==> src/rtl/word_packer_pkg.sv <==
// word_packer_pkg: shared defaults, FSM state encoding and lane-count width for word_packer
package word_packer_pkg;
   localparam int SIZE_DEF    = 4;
   localparam int RATIO_DEF   = 4;
   localparam int TIMEOUT_DEF = 8;
   localparam int CNT_W       = $clog2(RATIO_DEF);
   typedef enum logic {EMPTY, FILL} state_t;
   function automatic int cnt_w(input int ratio);
      return $clog2(ratio);
   endfunction
endpackage

==> src/rtl/pack_timer.sv <==
// pack_timer: saturating idle counter that flags when a partial group has waited TIMEOUT cycles
//   clk, rst_n : clock, asynchronous active-low reset
//   enable     : count this cycle (accumulator partly filled and idle)
//   clear      : restart from zero (handshake or flush), takes priority over enable
//   expired    : count has reached TIMEOUT
module pack_timer import word_packer_pkg::*; #(
   parameter int TIMEOUT = TIMEOUT_DEF
)(
   input  logic clk,
   input  logic rst_n,
   input  logic enable,
   input  logic clear,
   output logic expired
);
   logic [7:0] cnt;
   assign expired = cnt == 8'(TIMEOUT);
   always_ff @(posedge clk or negedge rst_n)
      if (!rst_n) cnt <= '0;
      else if (clear) cnt <= '0;
      else if (enable && !expired) cnt <= cnt + 8'd1;
endmodule

==> src/rtl/word_packer.sv <==
// word_packer: packs RATIO words of SIZE bits into one beat, closing on a full group, in_last or idle timeout
//   clk, rst_n                          : clock, asynchronous active-low reset
//   in_val, in_rdy, in_data, in_last    : word input handshake; in_last closes the current group
//   out_val, out_rdy                    : packed beat handshake
//   out_data, out_mask, out_last        : packed lanes (lane 0 = first word), occupied-lane mask, closed-by-in_last flag
module word_packer import word_packer_pkg::*; #(
   parameter int SIZE    = SIZE_DEF,
   parameter int RATIO   = RATIO_DEF,
   parameter int TIMEOUT = TIMEOUT_DEF
)(
   input  logic                  clk,
   input  logic                  rst_n,
   input  logic                  in_val,
   output logic                  in_rdy,
   input  logic [SIZE-1:0]       in_data,
   input  logic                  in_last,
   output logic                  out_val,
   input  logic                  out_rdy,
   output logic [SIZE*RATIO-1:0] out_data,
   output logic [RATIO-1:0]      out_mask,
   output logic                  out_last
);
   localparam int CW = cnt_w(RATIO);
   state_t state, state_nxt;
   logic [CW-1:0] acc_cnt;
   logic [SIZE*RATIO-1:0] acc_data, merged;
   logic [RATIO-1:0] mask_nxt;
   logic [CW:0] lanes;
   logic hs, close, flush, load, expired;
   // the output register is free exactly when it is empty or being drained this cycle
   assign in_rdy = !out_val || out_rdy;
   assign hs     = in_val && in_rdy;
   assign close  = hs && (in_last || acc_cnt == CW'(RATIO - 1));
   // a handshake in the same cycle beats the timeout
   assign flush  = state == FILL && expired && !hs && in_rdy;
   assign load   = close || flush;
   assign lanes  = {1'b0, acc_cnt} + (CW + 1)'(close);
   // unoccupied accumulator lanes are always zero, so merging is a single lane overwrite
   always_comb begin
      merged   = acc_data;
      mask_nxt = '0;
      for (int i = 0; i < RATIO; i++) begin
         if (CW'(i) == acc_cnt) merged[i*SIZE +: SIZE] = in_data;
         mask_nxt[i] = (CW + 1)'(i) < lanes;
      end
   end
   always_comb begin
      state_nxt = load ? EMPTY : hs ? FILL : state;
   end
   pack_timer #(.TIMEOUT(TIMEOUT)) u_timer (
      .clk     (clk),
      .rst_n   (rst_n),
      .enable  (state == FILL && !hs),
      .clear   (hs || flush),
      .expired (expired)
   );
   always_ff @(posedge clk or negedge rst_n)
      if (!rst_n) begin
         state    <= EMPTY;
         acc_cnt  <= '0;
         acc_data <= '0;
         out_val  <= 1'b0;
         out_data <= '0;
         out_mask <= '0;
         out_last <= 1'b0;
      end else begin
         state <= state_nxt;
         if (load) begin
            acc_cnt  <= '0;
            acc_data <= '0;
         end else if (hs) begin
            acc_cnt  <= acc_cnt + CW'(1);
            acc_data <= merged;
         end
         if (load) begin
            out_val  <= 1'b1;
            out_data <= close ? merged : acc_data;
            out_mask <= mask_nxt;
            out_last <= close && in_last;
         end else if (out_rdy) out_val <= 1'b0;
      end
endmodule

==> config.mk <==
export PLATFORM = sky130hd
export DESIGN_NAME = word_packer
export DESIGN_NICKNAME = d
export VERILOG_FILES = /design/src/rtl/word_packer_pkg.sv /design/src/rtl/pack_timer.sv /design/src/rtl/word_packer.sv
export SDC_FILE = /design/constraint.sdc
export NUM_CORES = 1
export LEC_CHECK = 0
export ABC_CLOCK_PERIOD_IN_PS = 5210
export CORE_MARGIN = 2
export CORE_UTILIZATION = 35
export DETAILED_ROUTE_END_ITERATION = 10
export PLACE_DENSITY_LB_ADDON = 0.08
export SYNTH_ARGS = -nofsm -noshare
export SYNTH_HDL_FRONTEND = slang
export SYNTH_SLANG_ARGS = --single-unit
==> constraint.sdc <==
create_clock -name clk -period 5.21 [get_ports clk]
set_input_delay 0.521 -clock clk [delete_from_list [all_inputs] [get_ports clk]]
set_output_delay 0.521 -clock clk [all_outputs]
set_load 0.005 [all_outputs]
==> results of run 1 <==
==> critical path, cell delays in order <==
cell and delay [ns]:
clkdlybuf4s50_1 0.74, inv_2 0.14, nor3_1 0.43, ha_1 0.28
inv_1 0.05, ha_1 0.26, a21oi_1 0.05, mux2_1 0.27
==> sequential cells by signal, indices dropped and copies added (netlist names) <==
register / count
u_timer.cnt: 8
out_data: 16
out_val: 1
state: 1
acc_data: 16
out_last: 1
out_mask: 4
acc_cnt: 2
==> worst max-delay path by stage <==
stage | endpoint | slack, ns | cells past startpoint
3_3_place_gp | out_mask[2] | 2.40 | 8
5_1_grt | out_data[15] | 2.47 | 5
6_report | out_mask[2] | 2.65 | 8
3_5_place_dp | out_mask[2] | 2.31 | 8
2_1_floorplan | out_data[4] | 3.13 | 7
4_1_cts | out_mask[2] | 2.62 | 8
==> metrics by stage <==
step	instances	setup slack [ns]	hold WS [ns]
after floorplan	196	3.13	0.225
after global placement	296	2.40	0.463
after detailed placement	296	2.31	0.470
after CTS	303	2.62	0.350
after global routing	303	2.47	0.372
final	303	2.65	0.322
==> synth_stat cells, types with 2 or more instances <==
cell and count:
nor2_1 7, buf_2 5, nand2_1 7, ha_1 9
mux2_2 21, clkbuf_1 4, a32o_1 13, dfrtp_1 49
a21oi_1 6, and3_1 2, nand4_1 2, inv_2 2
or4_1 4, buf_4 2, xnor2_1 5, nand3_1 3
mux2_1 14, a211oi_1 4, inv_1 12, a31oi_1 3
and2_1 5, o21ai_0 5
==> routing by layer <==
| metal | routed length [µm] | part of all wire | global-route usage |
|---|---|---|---|
| met1 | 2420 | 0.47 | 0.196 |
| met5 | 0 | 0 | 0 |
| met2 | 2490 | 0.49 | 0.245 |
| met3 | 133 | 0.026 | 0.0343 |
| met4 | 50 | 0.0098 | 0.0440 |
==> area by class of cell <==
type | count | area, µm² | area share
clock buffer | 5 | 68.8 | 0.0242
timing repair buffer | 32 | 313 | 0.110
clock inverter | 2 | 35.0 | 0.0123
multi-input combinational | 121 | 1050 | 0.370
sequential | 49 | 1230 | 0.430
tap | 80 | 100 | 0.0351
inverter | 14 | 52.6 | 0.0184
==> power breakdown <==
group	internal, W	switching [W]
logic	0.000221	0.000172
registers	0.000467	0.0000577
clock network	0.000140	0.000127
==> cell families after synthesis <==
logic type,share of synthesized area
compound gates,0.117
xor+xnor,0.0183
fa+ha+maj,0.0469
buf+inv,0.0496
flops,0.511
mux,0.168
simple gates,0.0887
==> results.ini, run 1 <==
[drt]
post-route-drc-count=0
vias=1577
drt_first_iter_violations=110
via_per_inst=5.20
wl_per_cell_um=16.8
routed_wl_um=5090
drtPass1Iterations=4
drtAntennaViolNets=0

[critical_path]
worstPathMaxFanout=13
worstSetupPathType=in2reg
crit_start=in_val
regToRegSetupSlack_ns=2.71
required_ns=5.40
r2r-start=acc_cnt[0]
worstRegToRegCells=5
reg2reg_to=out_data[15]
worstPathArrival_ns=2.76
start_kind=input port
crit_path_end_kind=flip-flop

[finish]
nFillCells=648
syn_to_final_growth_pct=18.8
nets=241
mostFrequentLayoutCells=dfrtp_1 (49), clkdlybuf4s50_1 (30), mux2_2 (21)
drive_gt1_frac=0.166
final_area_um2=2850
final_common_cell=dfrtp_1
finish.utilization=0.424
diodes=0

[synthesis]
syn_area_per_cell_um2=12.2
synth-edff-count=0
synth_area_um2=2400
yosysUniqueCellTypes=34
synth.area.top_cells=dfrtp_1 (51%), mux2_2 (9.9%), mux2_1 (6.6%)
yosysTopAreaCell=dfrtp_1
synth_top_area_share=0.511
synth_top_flop_cell=dfrtp_1
synthArstFlopShare=1.00
yosysSeqAreaShare=0.511
syn_nets=214
ys_warn_count=0
ys_ff_latch=49
syn_inst=196

[run]
cap_violations=0

[clocking]
cts_sinks=49
clk_pin_slew_ns=0.09
cts-root-buf=clkbuf_8
hold_buffers=0
ctsResizeCount=0
clk_latency_ns=0.30
h-tree-depth=2
clk_path_buf_depth=2
post_cts_buffers=0
cts_tree=done
cts_buffers=5

[die]
dieArea_um2=7530
rows=30
initial_core_util=0.357
ios=32
dieHeight_um=86.8
core_um2=6720
die_x_um=86.8

[grt]
grt_max_degree=50
track_usage=0.149
antenna_found_initial=0
grt_pass1_vias=1701
grt_first_pass_wirelength_um=8560
grt.overflow.total=0

[sta]
rsz0062_at_grt=no
period_minus_slack_ns=2.56
fin_skew_ns=0.00649
max_freq_mhz=390
fin_setup_tns_ns=0
post-route-period-util=0.492
slew_headroom=0.384
setup_viol=0
drv_slew=0
hold_violations=0
worst_pin_slew_ns=0.921

[pwr]
finalPower_w=0.00119
vdd_drop_max_mv=0.183
powerDensity_nw_per_um2=416
leakage_nw=1.30

[placement]
io_buffers=31
place_area_um2=2750
globalplace.congestion=0.726
dp_hpwl_um=3450

[min_path]
hold_path.class=in2async

[run_status]
status=finished clean

(Power assumes the default switching activity.)
==> run 2, diff against run 1 <==
--- a/config.mk
+++ b/config.mk
@@ -5,7 +5,7 @@
 export SDC_FILE = /design/constraint.sdc
 export NUM_CORES = 1
 export LEC_CHECK = 0
-export ABC_CLOCK_PERIOD_IN_PS = 5210
+export ABC_CLOCK_PERIOD_IN_PS = 2400
 export CORE_MARGIN = 2
 export CORE_UTILIZATION = 35
 export DETAILED_ROUTE_END_ITERATION = 10
==> constraint.sdc (replaced) <==
create_clock -name clk -period 2.4 [get_ports clk]
set_input_delay 0.24 -clock clk [delete_from_list [all_inputs] [get_ports clk]]
set_output_delay 0.24 -clock clk [all_outputs]
set_load 0.005 [all_outputs]
==> run 2 against run 1 <==
Effect of this change: global-route usage barely moved; sequential share of layout area fell by 0.76 points; non-clock buffer count rose by 7; clock power rose by 84%; critical endpoint unchanged; largest cell class unchanged; largest power group unchanged; highest routed layer unchanged.
==> results.ini, run 2 (synthesis results as in run 1) <==
[run_status]
status=finished clean

[sta]
drv_slew=0
post-route-period-util=0.921
fin_skew_ns=0.00958
setup_viol=0
rsz0062_at_grt=no
slew_headroom=0.597
worst_slack_ns=0.190
period_minus_slack_ns=2.21
worst_pin_slew_ns=0.598
fin_setup_tns_ns=0
max_freq_mhz=452
hold_violations=0

[finish]
nets=248
diodes=0
mostFrequentLayoutCells=dfrtp_1 (49), clkdlybuf4s50_1 (30), mux2_2 (21)
reg_top3=acc_data (16), out_data (16), u_timer.cnt (8)
finish.utilization=0.432
final_common_cell=dfrtp_1
syn_to_final_growth_pct=20.9
drive_gt1_frac=0.200
nFillCells=648

[grt]
grt_first_pass_wirelength_um=8760
antenna_found_initial=0
grt_max_degree=22
grt_pass1_vias=1743
track_usage=0.149
grt.overflow.total=0

[critical_path]
crit_path_end_kind=flip-flop
crit_cells=8
worstRegToRegCells=8
critical_path.cell_chain=ha_1 > nor2_1 > nor3_1 > ha_1 > inv_1 > ha_1 > a21oi_1 > mux2_1
cp_slowest_cell=dfrtp_1
required_ns=2.59
critPathMostFrequentCell=ha_1
slowest_delay_ns=0.46
start_kind=flip-flop
cp_top_family=adder cells
cp.buffers_inverters=1
worstSetupPathType=reg2reg
worstPathArrival_ns=2.40
worstPathMaxFanout=8

[clocking]
clk_latency_ns=0.30
cts_sinks=49
cts_tree=done
clk_pin_slew_ns=0.09
post_cts_buffers=0
h-tree-depth=2
clk_path_buf_depth=2
cts_buffers=5
cts-root-buf=clkbuf_8

[drt]
wl_per_cell_um=16.4
via_per_inst=5.30
drtAntennaViolNets=0
routed_wl_um=5080
vias=1642
drtPass1Iterations=4
drt_first_iter_violations=72
post-route-drc-count=0

[die]
ios=32
dieHeight_um=86.8
dieArea_um2=7530
rows=30
die_x_um=86.8
initial_core_util=0.357
core_um2=6720

[run]
cap_violations=0

[placement]
dp_hpwl_um=3690
dp_slack_ns=0.0816
io_buffers=31
globalplace.congestion=0.805

[pwr]
finalPower_w=0.00253
leakage_nw=1.33
vdd_drop_max_mv=0.365
powerDensity_nw_per_um2=872

[min_path]
hold_path.class=in2async

-- run 2: path summary, 6_finish.rpt --
kind | startpoint | to | slack (ns)
max in group asynchronous | rst_n | out_data[0] | 1.56
hold reg to reg | acc_data[12] | acc_data[12] | 0.49
hold / removal | rst_n | u_timer.cnt[2] | 0.31
setup reg to reg | acc_cnt[0] | out_mask[2] | 0.19
min in group clk | acc_data[12] | acc_data[12] | 0.49
setup / recovery | acc_cnt[0] | out_mask[2] | 0.19
-- run 2: stage by stage --
| step | hold WS, ns | area [µm²] | cells |
|---|---|---|---|
| after floorplan | -0.0556 | 2400 | 196 |
| after global placement | 0.0998 | 2790 | 302 |
| after detailed placement | 0.102 | 2790 | 302 |
| after CTS | 0.318 | 2890 | 310 |
| after global routing | 0.320 | 2900 | 310 |
| final | 0.310 | 2900 | 310 |
-- run 2: timing repair --
action	4_1_cts	5_1_grt
endpoints found under the setup margin	0	5
hold buffers	1	0
hold endpoints to repair	7	0
resized for setup	0	3
-- run 2: area by class of cell --
class	instances	area [µm²]	area share
flip-flops and latches	49	1230	0.423
multi-input cells	121	1060	0.367
repair buffers	39	368	0.127
well taps	80	100	0.0345
clock buffers	6	82.6	0.0285
inverters	14	52.6	0.0181
clock inverters	1	7.51	0.00259
-- run 2: power breakdown --
group	total (W)	internal (W)	switching [W]
logic	0.000898	0.000511	0.000388
clock network	0.000492	0.000228	0.000264
registers	0.00114	0.00101	0.000125
total	0.00253	0.00175	0.000776
-- run 2: per-layer routing --
metal | global-route usage | up-vias | share of wire
li1 | - | 770 | -
met1 | 0.200 | 834 | 0.46
met2 | 0.240 | 31 | 0.48
met3 | 0.0305 | 7 | 0.041
met4 | 0.0483 | 0 | 0.014
met5 | 0 | - | 0
==> run 3, diff against run 2 <==
--- a/config.mk
+++ b/config.mk
@@ -10,6 +10,7 @@
 export CORE_UTILIZATION = 35
 export DETAILED_ROUTE_END_ITERATION = 10
 export PLACE_DENSITY_LB_ADDON = 0.08
+export SLEW_MARGIN = 0
 export SYNTH_ARGS = -nofsm -noshare
 export SYNTH_HDL_FRONTEND = slang
 export SYNTH_SLANG_ARGS = --single-unit
==> results of run 3 <==
No change in the layout: final DEF, timing and power equal those of run 2.
